**src/rtl/burst_adaptor_pkg.sv**
```systemverilog
// Shared types and width helpers for the burst line adaptor.
// Line and beat widths are expected to be powers of two.
package burst_adaptor_pkg;

    typedef enum logic [2:0] {
        IDLE,
        READ,
        READ_DONE,
        WRITE,
        WRITE_DONE
    } state_t;

    function automatic int beat_idx_w(input int line_w, input int burst_w);
        return $clog2(line_w / burst_w);
    endfunction

    function automatic int offset_bits(input int line_w);
        return $clog2(line_w / 8);
    endfunction

endpackage

```
**src/rtl/line_beat_buffer.sv**
```systemverilog
// Line buffer that can be filled one beat at a time or loaded as a whole
// line. It reads back either the full line or the beat selected by idx_i.
module line_beat_buffer
    import burst_adaptor_pkg::*;
#(
    parameter int LINE_W    = 256,
    parameter int BURST_W   = 64,
    localparam int BEATS    = LINE_W / BURST_W,
    localparam int IDX_W    = beat_idx_w(LINE_W, BURST_W)
) (
    input  logic               clk,
    input  logic               rst,
    input  logic               load_i,
    input  logic [LINE_W-1:0]  line_i,
    input  logic               wr_i,
    input  logic [IDX_W-1:0]   idx_i,
    input  logic [BURST_W-1:0] burst_i,
    output logic [LINE_W-1:0]  line_o,
    output logic [BURST_W-1:0] burst_o
);

    // Beat 0 occupies the least significant bits of the line.
    logic [BEATS-1:0][BURST_W-1:0] slice_q;

    always_ff @(posedge clk or posedge rst) begin
        if (rst)
            slice_q <= '0;
        else if (load_i)
            slice_q <= line_i;
        else if (wr_i)
            slice_q[idx_i] <= burst_i;
    end

    assign line_o  = slice_q;
    assign burst_o = slice_q[idx_i];

endmodule

```
**src/rtl/burst_line_adaptor.sv**
```systemverilog
// Splits one cache-line read or write into LINE_W/BURST_W memory bursts.
// An optional posted mode acknowledges writes on capture and drains them afterwards.
module burst_line_adaptor
    import burst_adaptor_pkg::*;
#(
    parameter int LINE_W       = 256,
    parameter int BURST_W      = 64,
    parameter int ADDR_W       = 32,
    parameter bit POSTED_WRITE = 1'b0
) (
    input  logic               clk,
    input  logic               rst,
    input  logic [LINE_W-1:0]  line_i,
    output logic [LINE_W-1:0]  line_o,
    input  logic [ADDR_W-1:0]  address_i,
    input  logic               read_i,
    input  logic               write_i,
    output logic               resp_o,
    input  logic [BURST_W-1:0] burst_i,
    output logic [BURST_W-1:0] burst_o,
    output logic [ADDR_W-1:0]  address_o,
    output logic               read_o,
    output logic               write_o,
    input  logic               resp_i
);

    localparam int BEATS = LINE_W / BURST_W;
    localparam int IDX_W = beat_idx_w(LINE_W, BURST_W);
    localparam int OFFS  = offset_bits(LINE_W);
    localparam logic [ADDR_W-1:0] ADDR_MASK = {{(ADDR_W-OFFS){1'b1}}, {OFFS{1'b0}}};
    localparam logic [IDX_W-1:0]  LAST_BEAT = IDX_W'(BEATS - 1);

    state_t             state_q, state_d;
    logic [IDX_W-1:0]   beat_q, beat_d;
    logic [ADDR_W-1:0]  addr_q;
    logic               post_ack_q, post_ack_d;
    logic               latch_addr, load_line, store_beat;
    logic [BURST_W-1:0] beat_data;

    always_ff @(posedge clk or posedge rst) begin
        if (rst) begin
            state_q    <= IDLE;
            beat_q     <= '0;
            addr_q     <= '0;
            post_ack_q <= 1'b0;
        end else begin
            state_q    <= state_d;
            beat_q     <= beat_d;
            post_ack_q <= post_ack_d;
            if (latch_addr)
                addr_q <= address_i & ADDR_MASK;
        end
    end

    always_comb begin
        state_d    = state_q;
        beat_d     = beat_q;
        post_ack_d = 1'b0;
        latch_addr = 1'b0;
        load_line  = 1'b0;
        store_beat = 1'b0;
        case (state_q)
            IDLE: begin
                if (read_i) begin
                    latch_addr = 1'b1;
                    beat_d     = '0;
                    state_d    = READ;
                end else if (write_i) begin
                    latch_addr = 1'b1;
                    load_line  = 1'b1;
                    beat_d     = '0;
                    post_ack_d = POSTED_WRITE;
                    state_d    = WRITE;
                end
            end
            READ: begin
                if (resp_i) begin
                    store_beat = 1'b1;
                    beat_d     = beat_q + 1'b1;
                    if (beat_q == LAST_BEAT)
                        state_d = READ_DONE;
                end
            end
            WRITE: begin
                if (resp_i) begin
                    beat_d = beat_q + 1'b1;
                    if (beat_q == LAST_BEAT)
                        state_d = POSTED_WRITE ? IDLE : WRITE_DONE;
                end
            end
            READ_DONE, WRITE_DONE: state_d = IDLE;
            default:               state_d = IDLE;
        endcase
    end

    line_beat_buffer #(
        .LINE_W  (LINE_W),
        .BURST_W (BURST_W)
    ) u_buf (
        .clk     (clk),
        .rst     (rst),
        .load_i  (load_line),
        .line_i  (line_i),
        .wr_i    (store_beat),
        .idx_i   (beat_q),
        .burst_i (burst_i),
        .line_o  (line_o),
        .burst_o (beat_data)
    );

    // The memory side is driven purely from registered state.
    assign read_o    = (state_q == READ);
    assign write_o   = (state_q == WRITE);
    assign resp_o    = (state_q == READ_DONE) || (state_q == WRITE_DONE) || post_ack_q;
    assign burst_o   = write_o ? beat_data : '0;
    assign address_o = addr_q;

endmodule

```
**config.mk**
```make
export PLATFORM = sky130hd
export DESIGN_NAME = burst_line_adaptor
export DESIGN_NICKNAME = d
export VERILOG_FILES = /design/src/rtl/burst_adaptor_pkg.sv /design/src/rtl/line_beat_buffer.sv /design/src/rtl/burst_line_adaptor.sv
export SDC_FILE = /design/constraint.sdc
export NUM_CORES = 1
export LEC_CHECK = 0
export ABC_AREA = 1
export ABC_CLOCK_PERIOD_IN_PS = 21900
export CAP_MARGIN = 20
export CORE_AREA = 2 2 277 279
export CTS_CLUSTER_SIZE = 8
export DETAILED_ROUTE_END_ITERATION = 7
export DIE_AREA = 0 0 279 281
export MAX_ROUTING_LAYER = met4
export PLACE_DENSITY = 0.59
export SETUP_SLACK_MARGIN = 0.1
export SYNTH_ARGS = -nofsm -noshare
export SYNTH_HDL_FRONTEND = slang
export SYNTH_SLANG_ARGS = --single-unit
export TNS_END_PERCENT = 20
```
**constraint.sdc**
```tcl
create_clock -name clk -period 21.9 [get_ports clk]
set_input_delay 2.19 -clock clk [delete_from_list [all_inputs] [get_ports clk]]
set_output_delay 2.19 -clock clk [all_outputs]
set_load 0.01 [all_outputs]
```
==> results of run 1 <==
-- layout by cell type (no fill, tap or decap) --
master | synthesis | routed
a21oi_1 | 65 | 65
buf_12 | 0 | 2
buf_16 | 0 | 1
buf_4 | 10 | 35
bufinv_16 | 0 | 1
clkbuf_1 | 122 | 7
clkbuf_16 | 0 | 43
clkbuf_8 | 0 | 1
clkdlybuf4s50_1 | 0 | 701
clkinv_2 | 0 | 2
conb_1 | 1 | 5
dfrtp_1 | 288 | 286
dfrtp_4 | 0 | 2
diode_2 | 0 | 22
ha_2 | 0 | 1
ha_4 | 0 | 3
inv_1 | 235 | 232
inv_2 | 4 | 2
inv_4 | 0 | 2
inv_6 | 0 | 1
inv_8 | 0 | 2
nand2_1 | 1120 | 1119
nand2_2 | 4 | 1
nand2_4 | 0 | 4
nand3_1 | 410 | 410
nand3_4 | 0 | 1
nand4_1 | 229 | 229
nor2_1 | 261 | 261
nor2_4 | 0 | 1
nor2_8 | 1 | 1
nor3_2 | 1 | 1
nor3_4 | 0 | 1
o21ai_0 | 133 | 133
-- cell usage after synthesis, types with 10 or more instances --
master	number
a21oi_1	65
buf_1	53
buf_2	92
buf_4	10
clkbuf_1	122
dfrtp_1	288
inv_1	235
nand2_1	1120
nand3_1	410
nand4_1	229
nor2_1	261
o21ai_0	133
-- state kept, by name, indices dropped and copies added (netlist names) --
register,count
address_o,27
beat_q,2
u_buf.line_o,256
state_q,3
-- how the worst min path moves through the flow --
stage          cells past startpoint  slack [ps]            end     startpoint
2_1_floorplan                      2         510  address_o[10]  address_o[10]
3_5_place_dp                       2         460  address_o[11]  address_o[11]
6_report                           2         470   address_o[8]   address_o[8]
3_3_place_gp                       2         450  address_o[22]  address_o[22]
4_1_cts                            2         470  address_o[11]  address_o[11]
5_1_grt                            2         500   address_o[8]   address_o[8]
-- logic make-up after synthesis --
family,after synthesis,synth area share
buf+inv,516,0.109
other cells,1,0.000196
simple gates,2029,0.458
compound gates,198,0.0519
flops,288,0.378
fa+ha+maj,4,0.00262
-- worst reg2reg max path: stages (launching register included) --
cell	delay (ps)
dfrtp_4	840
buf_4	620
ha_4	230
buf_4	820
nand4_1	280
buf_4	380
nand2_4	870
nand2_1	220
nand2_1	100
-- layout make-up --
| class | instances | area, um2 | share of cell area |
|---|---|---|---|
| antenna | 22 | 55.1 | 0.00198 |
| clock buffer | 51 | 1120 | 0.0401 |
| clock inverter | 3 | 43.8 | 0.00157 |
| inverter | 239 | 918 | 0.0330 |
| multi-input combinational | 2236 | 9890 | 0.356 |
| sequential | 288 | 7210 | 0.259 |
| tap | 978 | 1220 | 0.0440 |
| timing repair buffer | 739 | 7350 | 0.264 |
-- per-layer routing --
layer	track usage	vias up	wire length, um
met5	-	-	0
met4	0.108	0	3830
met3	0.0631	221	9160
met2	0.390	1146	46400
met1	0.313	10900	40800
li1	-	10800	-
-- power groups by stage --
stage / logic [mW] / registers, mW / clock network, mW
after floorplan: 0.961 / 1.04 / 0
after global placement: 2.08 / 1.01 / 0
after detailed placement: 2.09 / 1.01 / 0
after CTS: 2.10 / 1.01 / 0.641
after global routing: 2.29 / 1.04 / 0.662
final: 2.12 / 1.01 / 0.630
-- metrics by stage --
| step | area (um2) | std cells | hold slack, ps | power (mW) |
|---|---|---|---|---|
| global route | 27800 | 4554 | 497 | 3.99 |
| CTS | 27700 | 4533 | 474 | 3.75 |
| floorplan | 19100 | 3040 | 509 | 2.00 |
| global placement | 26600 | 4479 | 454 | 3.09 |
| finish | 27800 | 4556 | 472 | 3.75 |
| detailed placement | 26600 | 4479 | 462 | 3.10 |
==> flow_metrics.py, run 1 <==
metrics = {
    "status": {
        "status": "complete, no violations",
    },
    "global_route": {
        "antenna_found_initial": 22,
        "grt.total_usage": 0.252,
        "gr-total-overflow": 0,
        "grt_max_degree": 209,
        "grt_pass1_vias": 21700,
        "grt_pass1_wl_mm": 145,
    },
    "worst_setup_path": {
        "max_stage_delay_ps": 820,
        "crit_path_top_delay_cell": "buf_4",
        "crit_cells": 7,
        "crit_path_start_kind": "flop",
        "path_class": "reg -> out",
        "rrSetupSlack_ps": 17480,
        "rr_endpoint": "u_buf.line_o[173]",
        "crit_family": "buffers and inverters",
        "critical_path_buf_inv_count": 3,
        "worstRegToRegCells": 8,
        "cp-end-kind": "primary output",
        "cp_max_fo": 69,
        "required_ps": 19710,
        "critPathLaunch": "beat_q[0]",
        "path_cells": "buf_4 > buf_4 > nor2_1 > nor2_1 > o21ai_0 > a21oi_1 > clkdlybuf4s50_1",
        "r2r-start": "beat_q[1]",
        "endpoint": "burst_o[24]",
        "crit_arrival_ps": 3900,
    },
    "synthesis": {
        "async_reset_ff_frac": 1.00,
        "synth_warnings": 0,
        "synthTopCellsByArea": "dfrtp_1 (38%), nand2_1 (22%), nand3_1 (11%)",
        "avgSynthCellArea_um2": 6.29,
        "synthesis.area_um2": 19100,
        "netlist_instances": 3036,
        "synth.distinct_cells": 21,
        "synth_top_area_share": 0.378,
        "yosysTopAreaCell": "dfrtp_1",
        "synth_seq_cells": 288,
        "synth_seq_area_share": 0.378,
        "synth_ff_type": "dfrtp_1",
        "synth_edf_count": 0,
    },
    "layout": {
        "final_core_util": 0.369,
        "area_growth_pct": 45.7,
        "n_fill_cell": 8069,
        "design.final.nets": 3908,
        "drive_above_1_share": 0.0304,
    },
    "placement": {
        "place_congestion": 0.878,
        "dp_hpwl_mm": 63.6,
        "port-buffer-count": 701,
        "post-place-ws_ps": 15910,
    },
    "drt": {
        "viasPerCell": 5.07,
        "num_vias": 23100,
        "post_drt_wl_per_cell_um": 22.0,
        "drtAntennaViolNets": 0,
        "dr.first_iter.drc_count": 2213,
        "dr.pass1.iters": 6,
        "routed_wl_mm": 100,
        "route.detailed.drc": 0,
    },
    "floorplanning": {
        "core_area_um2": 75400,
        "rows": 101,
        "fp.dieArea_um2": 78400,
        "start_util": 0.253,
        "pin_count": 712,
        "die_h_um": 281,
        "die_x_um": 279,
    },
    "job": {
        "drv_cap": 0,
    },
    "clocking": {
        "ctsHoldBuffers": 0,
        "clk_pin_slew_ps": 50,
        "clock_path_buffers": 3,
        "clk_latency_ps": 560,
        "cts_max_level": 2,
        "cts_setup_buffers": 0,
        "ctsResizeCount": 0,
        "cts_num_sinks": 288,
        "cts_tree": "built",
        "cts_root_buf": "clkbuf_16",
        "numCtsBuffers": 43,
    },
    "power_and_ir_drop": {
        "p_sw_frac": 0.472,
        "clkPwrFrac": 0.168,
        "seqPwrFrac": 0.269,
        "intPower_mw": 1.98,
        "irDropWorstVdd_v": 0.000108,
        "p_per_area_nw_per_um2": 135,
        "p_comb_frac": 0.563,
        "p_sw_mw": 1.77,
        "leakage_nw": 14.3,
    },
    "timing": {
        "post-route-min-period_ps": 6090,
        "slew_viol_final": 0,
        "finalCritPeriodShare": 0.278,
        "report.final.setup_viol": 0,
        "clock.fmax_mhz": 164,
        "finalSetupTns_ps": 0,
        "hold_viol": 0,
        "worst_slack_ps": 15810,
        "tightestPinTransition_ps": 1220,
        "slew_headroom": 0.186,
        "rsz0062_at_grt": "false",
        "fin_skew_ps": 13.1,
    },
    "worst_hold_path": {
        "hold_class": "reg -> reg",
    },
}
No activity file was read; power rests on OpenSTA's default activity.
==> run 2: changes to the inputs <==
ABC_CLOCK_PERIOD_IN_PS = 5300   (was 21900)
PLACE_DENSITY = 0.61   (was 0.59)
clock period = 5.3 ns   (was 21.9 ns; I/O delays follow)
==> run 2 against run 1 <==
First-iteration DRC count fell by 9.9%; core utilization rose by 0.15 points; global-route usage rose by 0.40 points; hold slack got worse by 4.5 ps; clock-buffer cell count did not move; via count rose by 0.26%; routed wire length rose by 0.71%; die area did not move; sequential power rose to 4.1 times the previous value; critical path type unchanged; critical endpoint is now burst_o[34].
==> flow_metrics.py, run 2 (same netlist as run 1, synthesis figures left out) <==
metrics = {
    "drt": {
        "dr.pass1.iters": 7,
        "viasPerCell": 5.08,
        "route.detailed.drc": 0,
        "dr.first_iter.drc_count": 1994,
        "post_drt_wl_per_cell_um": 22.1,
        "routed_wl_mm": 101,
        "drtAntennaViolNets": 0,
        "num_vias": 23200,
    },
    "clocking": {
        "cts_setup_buffers": 0,
        "clk_latency_ps": 580,
        "cts_root_buf": "clkbuf_16",
        "clock_path_buffers": 3,
        "ctsResizeCount": 0,
        "clk_pin_slew_ps": 50,
        "ctsHoldBuffers": 0,
        "cts_tree": "built",
        "cts_max_level": 2,
        "cts_num_sinks": 288,
        "numCtsBuffers": 44,
    },
    "layout": {
        "drive_above_1_share": 0.0331,
        "area_growth_pct": 46.3,
        "layout_common_cells": "nand2_1 (1119), clkdlybuf4s50_1 (701), nand3_1 (410), dfrtp_1 (286), nor2_1 (261)",
        "largest_reg_flops": 256,
        "design.final.nets": 3913,
        "final_common_cell": "nand2_1",
        "final_core_util": 0.370,
    },
    "timing": {
        "finalSetupTns_ps": 0,
        "hold_viol": 0,
        "slew_viol_final": 0,
        "whs_ps": 468,
        "finalCritPeriodShare": 0.763,
        "slew_headroom": 0.209,
        "report.final.setup_viol": 0,
        "fin_skew_ps": 20.2,
        "tightestPinTransition_ps": 1190,
        "clock.fmax_mhz": 247,
        "rsz0062_at_grt": "false",
        "post-route-min-period_ps": 4040,
    },
    "global_route": {
        "grt_pass1_wl_mm": 147,
        "use_met2": 0.402,
        "grt_max_degree": 161,
        "busiest_layer": "met2",
        "antenna_found_initial": 17,
        "globalRouteMet1Util": 0.313,
        "gr-total-overflow": 0,
        "grt.total_usage": 0.256,
        "grt_use_met3": 0.0666,
        "grt_pass1_vias": 22100,
    },
    "power_and_ir_drop": {
        "irDropWorstVdd_v": 0.000293,
        "p_per_area_nw_per_um2": 560,
        "p_sw_frac": 0.470,
        "p_sw_mw": 7.35,
        "leakage_nw": 14.4,
        "clkPwrFrac": 0.172,
        "intPower_mw": 8.28,
        "seqPwrFrac": 0.268,
        "p_comb_frac": 0.560,
    },
    "worst_setup_path": {
        "crit_path_top_delay_cell": "dfrtp_1",
        "rrSetupSlack_ps": 1800,
        "crit_arrival_ps": 3510,
        "path_cells": "inv_1 > nor2_1 > clkinv_2 > buf_4 > a21oi_1 > clkdlybuf4s50_1",
        "crit_path_start_kind": "flop",
        "cp-end-kind": "primary output",
        "max_stage_delay_ps": 610,
        "path_class": "reg -> out",
        "worstRegToRegCells": 5,
        "required_ps": 4770,
        "r2r-start": "state_q[1]",
        "rr_endpoint": "u_buf.line_o[121]",
        "cp_max_fo": 22,
    },
    "floorplanning": {
        "fp.dieArea_um2": 78400,
        "rows": 101,
        "core_area_um2": 75400,
        "die_x_um": 279,
        "start_util": 0.253,
        "pin_count": 712,
        "die_h_um": 281,
    },
    "status": {
        "status": "complete, no violations",
    },
    "worst_hold_path": {
        "min_path_cells": 2,
        "min_to": "address_o[27]",
        "hold_class": "reg -> reg",
        "min_from": "address_o[27]",
    },
    "placement": {
        "port-buffer-count": 701,
        "dp_hpwl_mm": 63.7,
        "place_congestion": 0.892,
    },
    "job": {
        "drv_cap": 0,
    },
}
-- run 2: final cells by class --
type	instances	area [um2]
fillers	8019	47500
multi-input cells	2236	9890
repair buffers	743	7400
flip-flops and latches	288	7210
well taps	978	1220
clock buffers	51	1170
inverters	239	915
clock inverters	6	66.3
diodes	18	45.0
-- run 2: stage by stage --
step | cell area, um2 | std cells | power (mW) | setup slack (ps)
6_report | 27900 | 4559 | 15.6 | 1260
5_1_grt | 27900 | 4557 | 16.7 | 1060
4_1_cts | 27900 | 4540 | 15.7 | 1160
3_5_place_dp | 26600 | 4483 | 12.9 | 1760
3_3_place_gp | 26600 | 4483 | 12.8 | 1790
2_1_floorplan | 19100 | 3040 | 8.28 | 951
-- run 2: power groups by stage --
stage	sequential, mW	clock, mW	combinational [mW]
2_1_floorplan	4.31	0	3.97
3_3_place_gp	4.18	0	8.64
3_5_place_dp	4.19	0	8.69
4_1_cts	4.17	2.77	8.73
5_1_grt	4.31	2.86	9.51
6_report	4.18	2.70	8.75
-- run 2: worst max path at each step --
stage                       end       start  slack, ps
2_1_floorplan     address_o[10]         rst        950
3_3_place_gp   u_buf.line_o[36]  state_q[1]       1790
3_5_place_dp   u_buf.line_o[36]  state_q[1]       1760
4_1_cts             burst_o[34]  state_q[1]       1160
5_1_grt             burst_o[34]  state_q[1]       1060
6_report            burst_o[34]  state_q[1]       1260
-- run 2: layer usage --
layer,wire (um),vias to the layer above
li1,-,10800
met5,0,-
met3,9320,211
met4,3930,0
met2,47100,1166
met1,40500,11000
-- run 2: critical path: cells and delay by family (launching register included) --
family,cells,cell delay (ps)
buf+inv,4,1680
flops,1,610
compound gates,1,320
simple gates,1,300
==> run 3: changes to the inputs <==
ABC_CLOCK_PERIOD_IN_PS = 3700   (was 5300)
clock period = 3.7 ns   (was 5.3 ns; I/O delays follow)
==> run 3 against run 2 <==
Combinational power grew 47%; global-route usage increased by 0.19 points; core utilization is 0.44 points higher; critical path depth is 1 lower; final cell count rose by 0.35%; register-to-register slack got worse by 880 ps; via count increased by 0.47%; non-clock buffer count up 22; design area increased by 1.2%; worst setup slack worse by 1000 ps; critical path type unchanged.
==> flow_metrics.py, run 3 (same netlist as run 1, synthesis figures left out) <==
metrics = {
    "status": {
        "status": "complete, no violations",
    },
    "timing": {
        "fin_skew_ps": 13.1,
        "whs_ps": 362,
        "report.final.setup_viol": 0,
        "slew_headroom": 0.270,
        "clock.fmax_mhz": 290,
        "finalCritPeriodShare": 0.931,
        "slew_viol_final": 0,
        "post-route-min-period_ps": 3440,
        "tightestPinTransition_ps": 1090,
        "rsz0062_at_grt": "false",
        "hold_viol": 0,
    },
    "placement": {
        "placed_cell_area_um2": 27000,
        "place_congestion": 0.911,
        "dp_hpwl_mm": 66.3,
        "port-buffer-count": 701,
    },
    "clocking": {
        "ctsHoldBuffers": 0,
        "cts_max_level": 2,
        "clk_pin_slew_ps": 60,
        "numCtsBuffers": 43,
        "cts_root_buf": "clkbuf_16",
        "ctsResizeCount": 0,
        "clock_path_buffers": 3,
        "clk_latency_ps": 570,
        "cts_setup_buffers": 0,
        "cts_num_sinks": 288,
        "cts_tree": "built",
    },
    "worst_setup_path": {
        "crit_arrival_ps": 3070,
        "crit_path_start_kind": "flop",
        "required_ps": 3330,
        "cp_max_fo": 31,
        "rrSetupSlack_ps": 920,
        "crit_family": "buffers and inverters",
        "cp-end-kind": "primary output",
        "worstRegToRegCells": 8,
        "path_class": "reg -> out",
        "rr_endpoint": "u_buf.line_o[220]",
        "path_cells": "inv_4 > buf_4 > o21ai_0 > a21oi_1 > clkdlybuf4s50_1",
        "critical_path_buf_inv_count": 3,
        "crit_path_top_delay_cell": "clkdlybuf4s50_1",
        "r2r-start": "beat_q[0]",
        "max_stage_delay_ps": 620,
    },
    "layout": {
        "largest_reg_flops": 256,
        "multi_input_area_um2": 9890,
        "design.final.nets": 3934,
        "area_growth_pct": 48.1,
        "seqCellArea_um2": 7220,
        "final_common_cell": "nand2_1",
        "layout_common_cells": "nand2_1 (1119), clkdlybuf4s50_1 (701), nand3_1 (410), dfrtp_1 (285), nor2_1 (261)",
        "final_core_util": 0.375,
        "drive_above_1_share": 0.0382,
        "design_area_um2": 28300,
        "n_fill_cell": 7920,
    },
    "global_route": {
        "grt_max_degree": 136,
        "antenna_found_initial": 13,
        "grt_pass1_vias": 22000,
        "grt.total_usage": 0.258,
        "grt_pass1_wl_mm": 149,
        "gr-total-overflow": 0,
    },
    "drt": {
        "dr.first_iter.drc_count": 2109,
        "route.detailed.drc": 0,
        "routed_wl_mm": 102,
        "viasPerCell": 5.08,
        "dr.pass1.iters": 6,
        "drtAntennaViolNets": 0,
        "num_vias": 23300,
        "post_drt_wl_per_cell_um": 22.3,
    },
    "floorplanning": {
        "pin_count": 712,
        "fp.dieArea_um2": 78400,
        "start_util": 0.253,
        "core_area_um2": 75400,
        "rows": 101,
        "die_h_um": 281,
        "die_x_um": 279,
    },
    "worst_hold_path": {
        "min_path_cells": 3,
        "min_from": "address_i[30]",
        "min_to": "address_o[30]",
        "hold_class": "in -> reg",
    },
    "power_and_ir_drop": {
        "p_total_mw": 22.6,
        "leakage_nw": 14.6,
        "irDropWorstVdd_v": 0.000481,
        "p_per_area_nw_per_um2": 801,
    },
    "job": {
        "drv_cap": 0,
    },
}
-- run 3: cell count changes in the layout (fill, tap and decap cells not counted) --
| cell | before | now |
|---|---|---|
| buf_12 | 4 | 21 |
| inv_6 | 2 | 0 |
| dfrtp_1 | 286 | 285 |
| clkbuf_8 | 2 | 3 |
| buf_16 | 1 | 0 |
| clkinv_2 | 3 | 1 |
| diode_2 | 18 | 14 |
| clkbuf_1 | 4 | 6 |
| buf_4 | 37 | 43 |
| dfrtp_2 | 0 | 1 |
| clkinv_4 | 1 | 0 |
-- run 3: how the worst max path moves through the flow --
stage	from	to	cells after the start
global placement	state_q[1]	burst_o[34]	6
global route	state_q[2]	burst_o[34]	7
floorplan	rst	address_o[10]	1
CTS	state_q[1]	burst_o[34]	6
finish	beat_q[0]	burst_o[34]	5
detailed placement	state_q[1]	burst_o[34]	6
-- run 3: where the power goes --
group	internal (mW)	leakage (nW)	switching [mW]
logic	5.22	10.2	7.64
clock network	2.28	0.597	1.56
registers	4.57	3.80	1.37
-- run 3: layer usage --
metal | vias up | GRT usage | wire (um) | share of wire
met5 | - | - | 0 | 0
met4 | 0 | 0.101 | 3850 | 0.038
met3 | 215 | 0.0531 | 8870 | 0.087
met2 | 1245 | 0.409 | 47300 | 0.46
met1 | 11000 | 0.324 | 41900 | 0.41
li1 | 10800 | - | - | -
-- run 3: area by class of cell --
| class | count | area share |
|---|---|---|
| multi-input cells | 2236 | 0.350 |
| repair buffers | 765 | 0.275 |
| well taps | 978 | 0.0433 |
| diodes | 14 | 0.00124 |
| inverters | 239 | 0.0324 |
| clock buffers | 54 | 0.0421 |
| clock inverters | 1 | 0.00106 |
| flip-flops and latches | 288 | 0.255 |
-- run 3: worst min-delay path, cell delays in order --
cell	delay, ps
clkdlybuf4s50_1	400
nand3_1	80
nand2_1	50
-- run 3: through the flow --
stage	cells	TNS (ps)	setup WS, ps
after detailed placement	4506	0	827
after global placement	4506	0	869
after global routing	4573	0	164
after CTS	4561	0	190
final	4575	0	256
after floorplan	3040	-140890	-489
